### src/rtl/spram_be.sv
// Single-port synchronous RAM with per-byte write enables, optional write-through,
// optional output register and a clear engine that fills the array with INIT_VAL
// after reset or on request.
module spram_be #(
  parameter int unsigned   WD       = 32,
  parameter int unsigned   DP       = 16,
  parameter int unsigned   AD       = $clog2(DP),
  parameter int unsigned   BW       = WD / 8,
  parameter int unsigned   OUT_REG  = 0,
  parameter int unsigned   RDW_MODE = 0,
  parameter logic [WD-1:0] INIT_VAL = '0
) (
  input  logic          clk_i,
  input  logic          rst_ni,
  input  logic          clr_i,
  input  logic          cs_ni,
  input  logic          w_r_ni,
  input  logic [BW-1:0] be_i,
  input  logic [AD-1:0] addr_i,
  input  logic [WD-1:0] din_i,
  output logic [WD-1:0] dout_o,
  output logic          dout_vld_o,
  output logic          busy_o,
  output logic          err_o
);

  typedef enum logic [0:0] {StClear, StReady} state_e;

  state_e        state_q;
  logic [AD-1:0] cnt_q;
  logic          busy_q;
  logic          err_q;
  logic [WD-1:0] dout_q;
  logic          dout_vld_q;
  logic [WD-1:0] s1_data_q;
  logic          s1_vld_q;

  logic [WD-1:0] mem_q [DP];

  logic          in_range;
  logic          rd_fire;
  logic          wr_fire;
  logic [WD-1:0] mem_rdata;
  logic [WD-1:0] merged;
  logic          res_vld;
  logic [WD-1:0] res_data;
  logic          out_vld;
  logic [WD-1:0] out_data;
  logic          mem_we;
  logic [AD-1:0] mem_waddr;
  logic [WD-1:0] mem_wdata;

  // Only a non-power-of-two depth leaves unbacked addresses.
  if ((1 << AD) == DP) begin : g_full_range
    assign in_range = 1'b1;
  end else begin : g_part_range
    assign in_range = (addr_i < AD'(DP));
  end

  // Access decode, byte merge and clear/write port arbitration.
  always_comb begin
    rd_fire   = (state_q == StReady) && !clr_i && !cs_ni && !w_r_ni;
    wr_fire   = (state_q == StReady) && !clr_i && !cs_ni && w_r_ni;
    mem_rdata = in_range ? mem_q[addr_i] : '0;
    merged    = mem_rdata;
    for (int i = 0; i < int'(BW); i++) begin
      if (be_i[i]) merged[8*i +: 8] = din_i[8*i +: 8];
    end
    res_vld  = rd_fire || (wr_fire && (RDW_MODE != 0));
    res_data = in_range ? (w_r_ni ? merged : mem_rdata) : '0;

    mem_we    = 1'b0;
    mem_waddr = addr_i;
    mem_wdata = merged;
    if (state_q == StClear && !clr_i) begin
      mem_we    = 1'b1;
      mem_waddr = cnt_q;
      mem_wdata = INIT_VAL;
    end else if (wr_fire && in_range && (|be_i)) begin
      mem_we = 1'b1;
    end

    // With OUT_REG the result passes through one extra stage before dout.
    out_vld  = (OUT_REG != 0) ? s1_vld_q  : res_vld;
    out_data = (OUT_REG != 0) ? s1_data_q : res_data;
  end

  // Storage array; deliberately not reset, the clear engine initialises it.
  always_ff @(posedge clk_i) begin
    if (mem_we) mem_q[mem_waddr] <= mem_wdata;
  end

  // Clear/ready FSM with registered busy, err and output pipeline.
  always_ff @(posedge clk_i or negedge rst_ni) begin
    if (!rst_ni) begin
      state_q    <= StClear;
      cnt_q      <= '0;
      busy_q     <= 1'b1;
      err_q      <= 1'b0;
      dout_q     <= '0;
      dout_vld_q <= 1'b0;
      s1_data_q  <= '0;
      s1_vld_q   <= 1'b0;
    end else begin
      // Any access that arrives while clearing, or alongside a clear request, is refused.
      err_q <= !cs_ni && ((state_q == StClear) || clr_i);
      if (clr_i) begin
        state_q <= StClear;
        cnt_q   <= '0;
        busy_q  <= 1'b1;
      end else if (state_q == StClear) begin
        if (cnt_q == AD'(DP - 1)) begin
          state_q <= StReady;
          cnt_q   <= '0;
          busy_q  <= 1'b0;
        end else begin
          cnt_q <= cnt_q + AD'(1);
        end
      end
      // The pipeline is left alone by clr so an in-flight read still completes.
      if (res_vld) s1_data_q <= res_data;
      s1_vld_q <= res_vld;
      if (out_vld) dout_q <= out_data;
      dout_vld_q <= out_vld;
    end
  end

  assign dout_o     = dout_q;
  assign dout_vld_o = dout_vld_q;
  assign busy_o     = busy_q;
  assign err_o      = err_q;

endmodule

### config.mk
export PLATFORM = sky130hd
export DESIGN_NAME = spram_be
export DESIGN_NICKNAME = d
export VERILOG_FILES = /design/src/rtl/spram_be.sv
export SDC_FILE = /design/constraint.sdc
export NUM_CORES = 1
export LEC_CHECK = 0
export BUFFER_PORTS_ARGS = -buffer_cell sky130_fd_sc_hd__buf_2
export CORE_MARGIN = 1
export CORE_UTILIZATION = 46
export CTS_BUF_LIST = sky130_fd_sc_hd__clkbuf_8
export CTS_CLUSTER_DIAMETER = 100
export DETAILED_ROUTE_END_ITERATION = 10
export GPL_TIMING_DRIVEN = 0
export SYNTH_ARGS = -nofsm -noshare
export SYNTH_HDL_FRONTEND = slang
export SYNTH_SLANG_ARGS = --single-unit
### constraint.sdc
create_clock -name clk_i -period 3.7 [get_ports clk_i]
set_input_delay 0.74 -clock clk_i [delete_from_list [all_inputs] [get_ports clk_i]]
set_output_delay 0.74 -clock clk_i [all_outputs]
set_load 0.03 [all_outputs]
Yosys cells after proc, flatten, opt, wreduce, memory -nomap -nowiden. Memories as Yosys holds them, arrays and structs flattened. Cells that the tools add are included. W data, S select, Z words.

$add $sub $neg: 1. Reductions and logical operators: 14. Divide/modulo/power cells: 0. Order comparisons: 0. $mul: 0. Shift-type cells: 0. Bitwise gates (word level): 1. Equal/unequal tests: 2. Multiplexer cells: 20.

Operators by type and width (count): $mux W32 (2); $mux W8 (4); $mux W4 (4); $mux W1 (10); $logic_and A1 B1 Y1 (7); $add A4 B1 Y4 const B (1); $eq A4 B4 Y1 const B (1); $reduce_or A4 Y1 (1); $logic_not A1 Y1 (3); $ne A2 B2 Y1 const B (1); $reduce_and A2 Y1 (1); $reduce_bool A2 Y1 (1); $logic_or A1 B1 Y1 (1); $not A1 Y1 (1).

ROM bits: 0. Memories: 1. Latch bits: 0. Register bits after elaboration: 40. Memory bits (writable): 512.

Memories: mem_q (depth 16, bits a word 32, rd ports 1, clocked after Yosys merged registers in 0, write ports 1, line 38) `logic [WD-1:0] mem_q [DP];`.

Depth between registers and ports, before layout.
Depth in word-level cells: 9. Depth in mapped cells: 8.

Worst setup path before layout. No wires, ideal clock.

Path kind: input -> register. From: input addr_i[1]. To: memory mem_q[7][0], enable pin. Stages on the path: 7. Path slack: -0.012 ns. Arrival time: 3.291 ns. Buffers on the path: 3. Path through: buf_2 buf_2 buf_4 inv_1 o32a_1 or2_1 nor2_1.

Cells in the longest elaborated chain, start to end: 1.

RTL lines: from (decl) (line 19) `input logic [AD-1:0] addr_i,`; $mux W4 (line 75) `if (state_q == StClear && !clr_i) begin`; to (decl) (line 38).

Every way passes these cells.

Worst setup path after layout.
From: register state_q. To: memory mem_q[7][16], enable pin.

Cells in the longest elaborated chain, start to end: 8. Elaborated cells between the ends (all ways): 11. Those cells by class: 5 x mux; 1 x bitwise; 5 x reduce/logical.

RTL lines: from (decl) (line 29) `state_e state_q;`; from (signal assigned) (line 96) `state_q <= StClear;`; from (signal assigned) (line 108) `state_q <= StClear;`; from (signal assigned) (line 113) `state_q <= StReady;`; $logic_and A1 B1 Y1 (3 in a row) (line 63) `wr_fire = (state_q == StReady) && !clr_i && !cs_ni && w_r_ni;`; $logic_and A1 B1 Y1 (line 79) `end else if (wr_fire && in_range && (|be_i)) begin`; $mux W1 (line 79); $mux W1 (line 75); $mux W1 (line 90) `if (mem_we) mem_q[mem_waddr] <= mem_wdata;`; $mux W1 (implied by the code) (line 90).

Several ways; a longest one is shown, not always the timed one.

==> results.ini <==
[critical_path]
crit_slowest_cell=nor2_4
critPathCapture=mem_q[7][16]
required_ps=4030
path_depth=6
start_kind=register
crit_chain=clkbuf_1, nor2_1, clkbuf_1, a31oi_1, nor2_4, buf_16
worstRegToRegCells=6
crit_start=state_q
path_class=reg -> reg
path_common_cell=clkbuf_1
max_stage_delay_ps=740
arrival_ps=3500
critPathTopFamily=buffers and inverters
endpoint_kind=register
reg2reg_slack_ps=530
timing.critical_path.fanout_max=17
crit_buf_inv=3
reg2reg_to=mem_q[7][16]
rr_startpoint=state_q

[finish]
drive_gt1_share_pct=32.7
regArea_um2=16400
final_cell_mix=512 x edfxtp_1, 101 x clkbuf_8, 96 x mux4_2
area_delta_synth_final_pct=14.9
utilization_pct=53.5
finalNonFillerCells=1949
nNetsFinal=1320
multi_input_area_um2=4970
fill_cells=3644
final_common_cell=edfxtp_1

[detailed_routing]
drt-total-wl_um=51500
first_pass_iters=5
viasPerCell=5.72
wire_per_inst_um=26.4
drtIter0Drc=1089
route.detailed.drc=0
via_count=11140
ant_nets=0

[sta]
setup_violations=0
fin_worst_skew_ps=17.5
fin_crit_ps=3170
hold_viol=0
relSlewSlack_pct=21.5
fin_ws_ps=529
period_share_pct=85.7
slew_violations=0
fmax_mhz=315
rsz0062_at_grt=no
worstMarginPinSlew_ps=1180
tns_ps=0

[synthesis]
ys_seq_elements=552
postSynthAreaPerCell_um2=19.8
synth-warning-count=0
synthDistinctLibCells=37
synth_area_um2=21700
syn_inst=1096
postSynthNetCount=1142
seq_area_frac_synth_pct=75.5

[placed_design]
port_buffers=71
routabilityCongestion=0.736
pre_cts_slack_ps=-101
dp.cells=1790
hpwl_um=32800

[die]
fp.dieW_um=219
die_area_um2=48000
io_pins=80
die_height_um=219
rows=79
initial_core_util_pct=46.6
core_um2=46600

[job]
maxCapViolCount=0

[outcome]
status=completed

[clock_tree]
postCtsSetupRepairBufs=0
hold_buffers=0
h-tree-depth=3
clock_sinks=552
clock-root-buffer=clkbuf_8
cts_resized=0
clockBufferDepth=3
cts-buffers-inserted=89
clock_latency_ps=640
clk_pin_slew_ps=60
cts_tree=yes

[grt]
grtUsageTotal_pct=22.4
overflow=0
antenna_found_initial=1
grt_max_degree=41
grt_pass1_wl_um=76400
grt_pass1_vias=11637

[hold_path]
holdCritPathClass=in -> async

[power]
leakage_nw=8.60
ir_drop_mv=0.315
power_density_nw_per_um2=510

worst min path at each step:
stage | startpoint | end | slack (ps) | depth (start not counted)
after floorplan | rst_ni | cnt_q[0] | 440 | 0
after detailed placement | dout_o[20] | dout_o[20] | 490 | 1
after global placement | dout_o[1] | dout_o[1] | 490 | 1
after CTS | cs_ni | err_o | 270 | 2
final | rst_ni | dout_o[24] | 310 | 1
after global routing | cs_ni | err_o | 300 | 2
through the flow:
stage	instance area (um2)	total power, mW	hold slack, ps
2_1_floorplan	21700	7.71	444
3_3_place_gp	22800	8.01	485
3_5_place_dp	23300	8.06	491
4_1_cts	24900	12.8	269
5_1_grt	24900	13.2	301
6_report	24900	12.7	315
cell usage after synthesis:
cell type	count	share of area [%]
a21o_1	2	0.069
a21oi_1	33	0.76
a311oi_1	1	0.040
a31oi_1	6	0.17
buf_1	6	0.10
buf_2	21	0.48
buf_4	1	0.035
buf_6	4	0.21
buf_8	1	0.069
clkbuf_1	35	0.61
dfrtp_1	39	4.5
dfstp_2	1	0.12
edfxtp_1	512	71
ha_1	1	0.058
inv_1	37	0.64
mux2_2	95	4.9
mux2_4	1	0.069
mux2i_1	35	1.6
mux4_2	96	10
nand2_1	2	0.035
nand2b_1	3	0.087
nand3_1	1	0.023
nand4bb_1	1	0.052
nor2_1	22	0.38
nor2b_1	1	0.029
nor3_1	2	0.046
nor3b_1	2	0.069
nor4_1	1	0.029
nor4b_2	1	0.069
o21a_1	32	1.1
o21ai_0	32	0.74
o22ai_1	64	1.8
o32a_1	1	0.046
o32ai_1	1	0.040
or2_1	1	0.029
or2_2	1	0.029
xnor2_1	1	0.040
registers in the layout (all words and copies together) (netlist names):
register	flops
dout_o	32
state_q	1
busy_o	1
mem_q	512
cnt_q	4
dout_vld_o	1
err_o	1
routing by layer:
layer | routed length, um | part of all wire [%] | vias up | track usage (%)
li1 | - | - | 4822 | -
met2 | 25000 | 48 | 338 | 35.7
met1 | 22800 | 44 | 5906 | 31.8
met3 | 2830 | 5.5 | 72 | 4.02
met4 | 911 | 1.8 | 2 | 6.44
met5 | 9 | 0.017 | - | 0
worst register-to-register path: stages (launching register included):
cell and delay [ps]:
dfrtp_1 360, clkbuf_1 210, nor2_1 200, clkbuf_1 600, a31oi_1 480, nor2_4 740
buf_16 250
kinds of logic after synthesis:
family,count (synthesis),share of synthesized area [%]
buffers and inverters,105,2.15
multiplexers,227,16.6
flip-flops,552,75.5
adder cells (fa/ha/maj),1,0.0577
XOR/XNOR,1,0.0404
AO/OA/AOI/OAI,172,4.82
AND/OR/NAND/NOR,38,0.877
layout make-up:
cell class              instances  share of cell area, %
diodes                          1                 0.0100
plain buffers                  68                   1.31
clock buffers                 101                   5.58
clock inverters                57                  0.954
inverters                      37                  0.557
multi-input cells             439                   20.0
flip-flops and latches        552                   65.7
well taps                     607                   3.05
repair buffers                 87                   2.86
power by group:
group	leakage (nW)	switching, mW	internal [mW]	total [mW]
sequential	5.23	0.0305	7.00	7.03
combinational	2.40	0.578	0.307	0.885
clock	0.966	2.32	2.48	4.80
total	8.60	2.93	9.79	12.7
(Power assumes the default switching activity.)
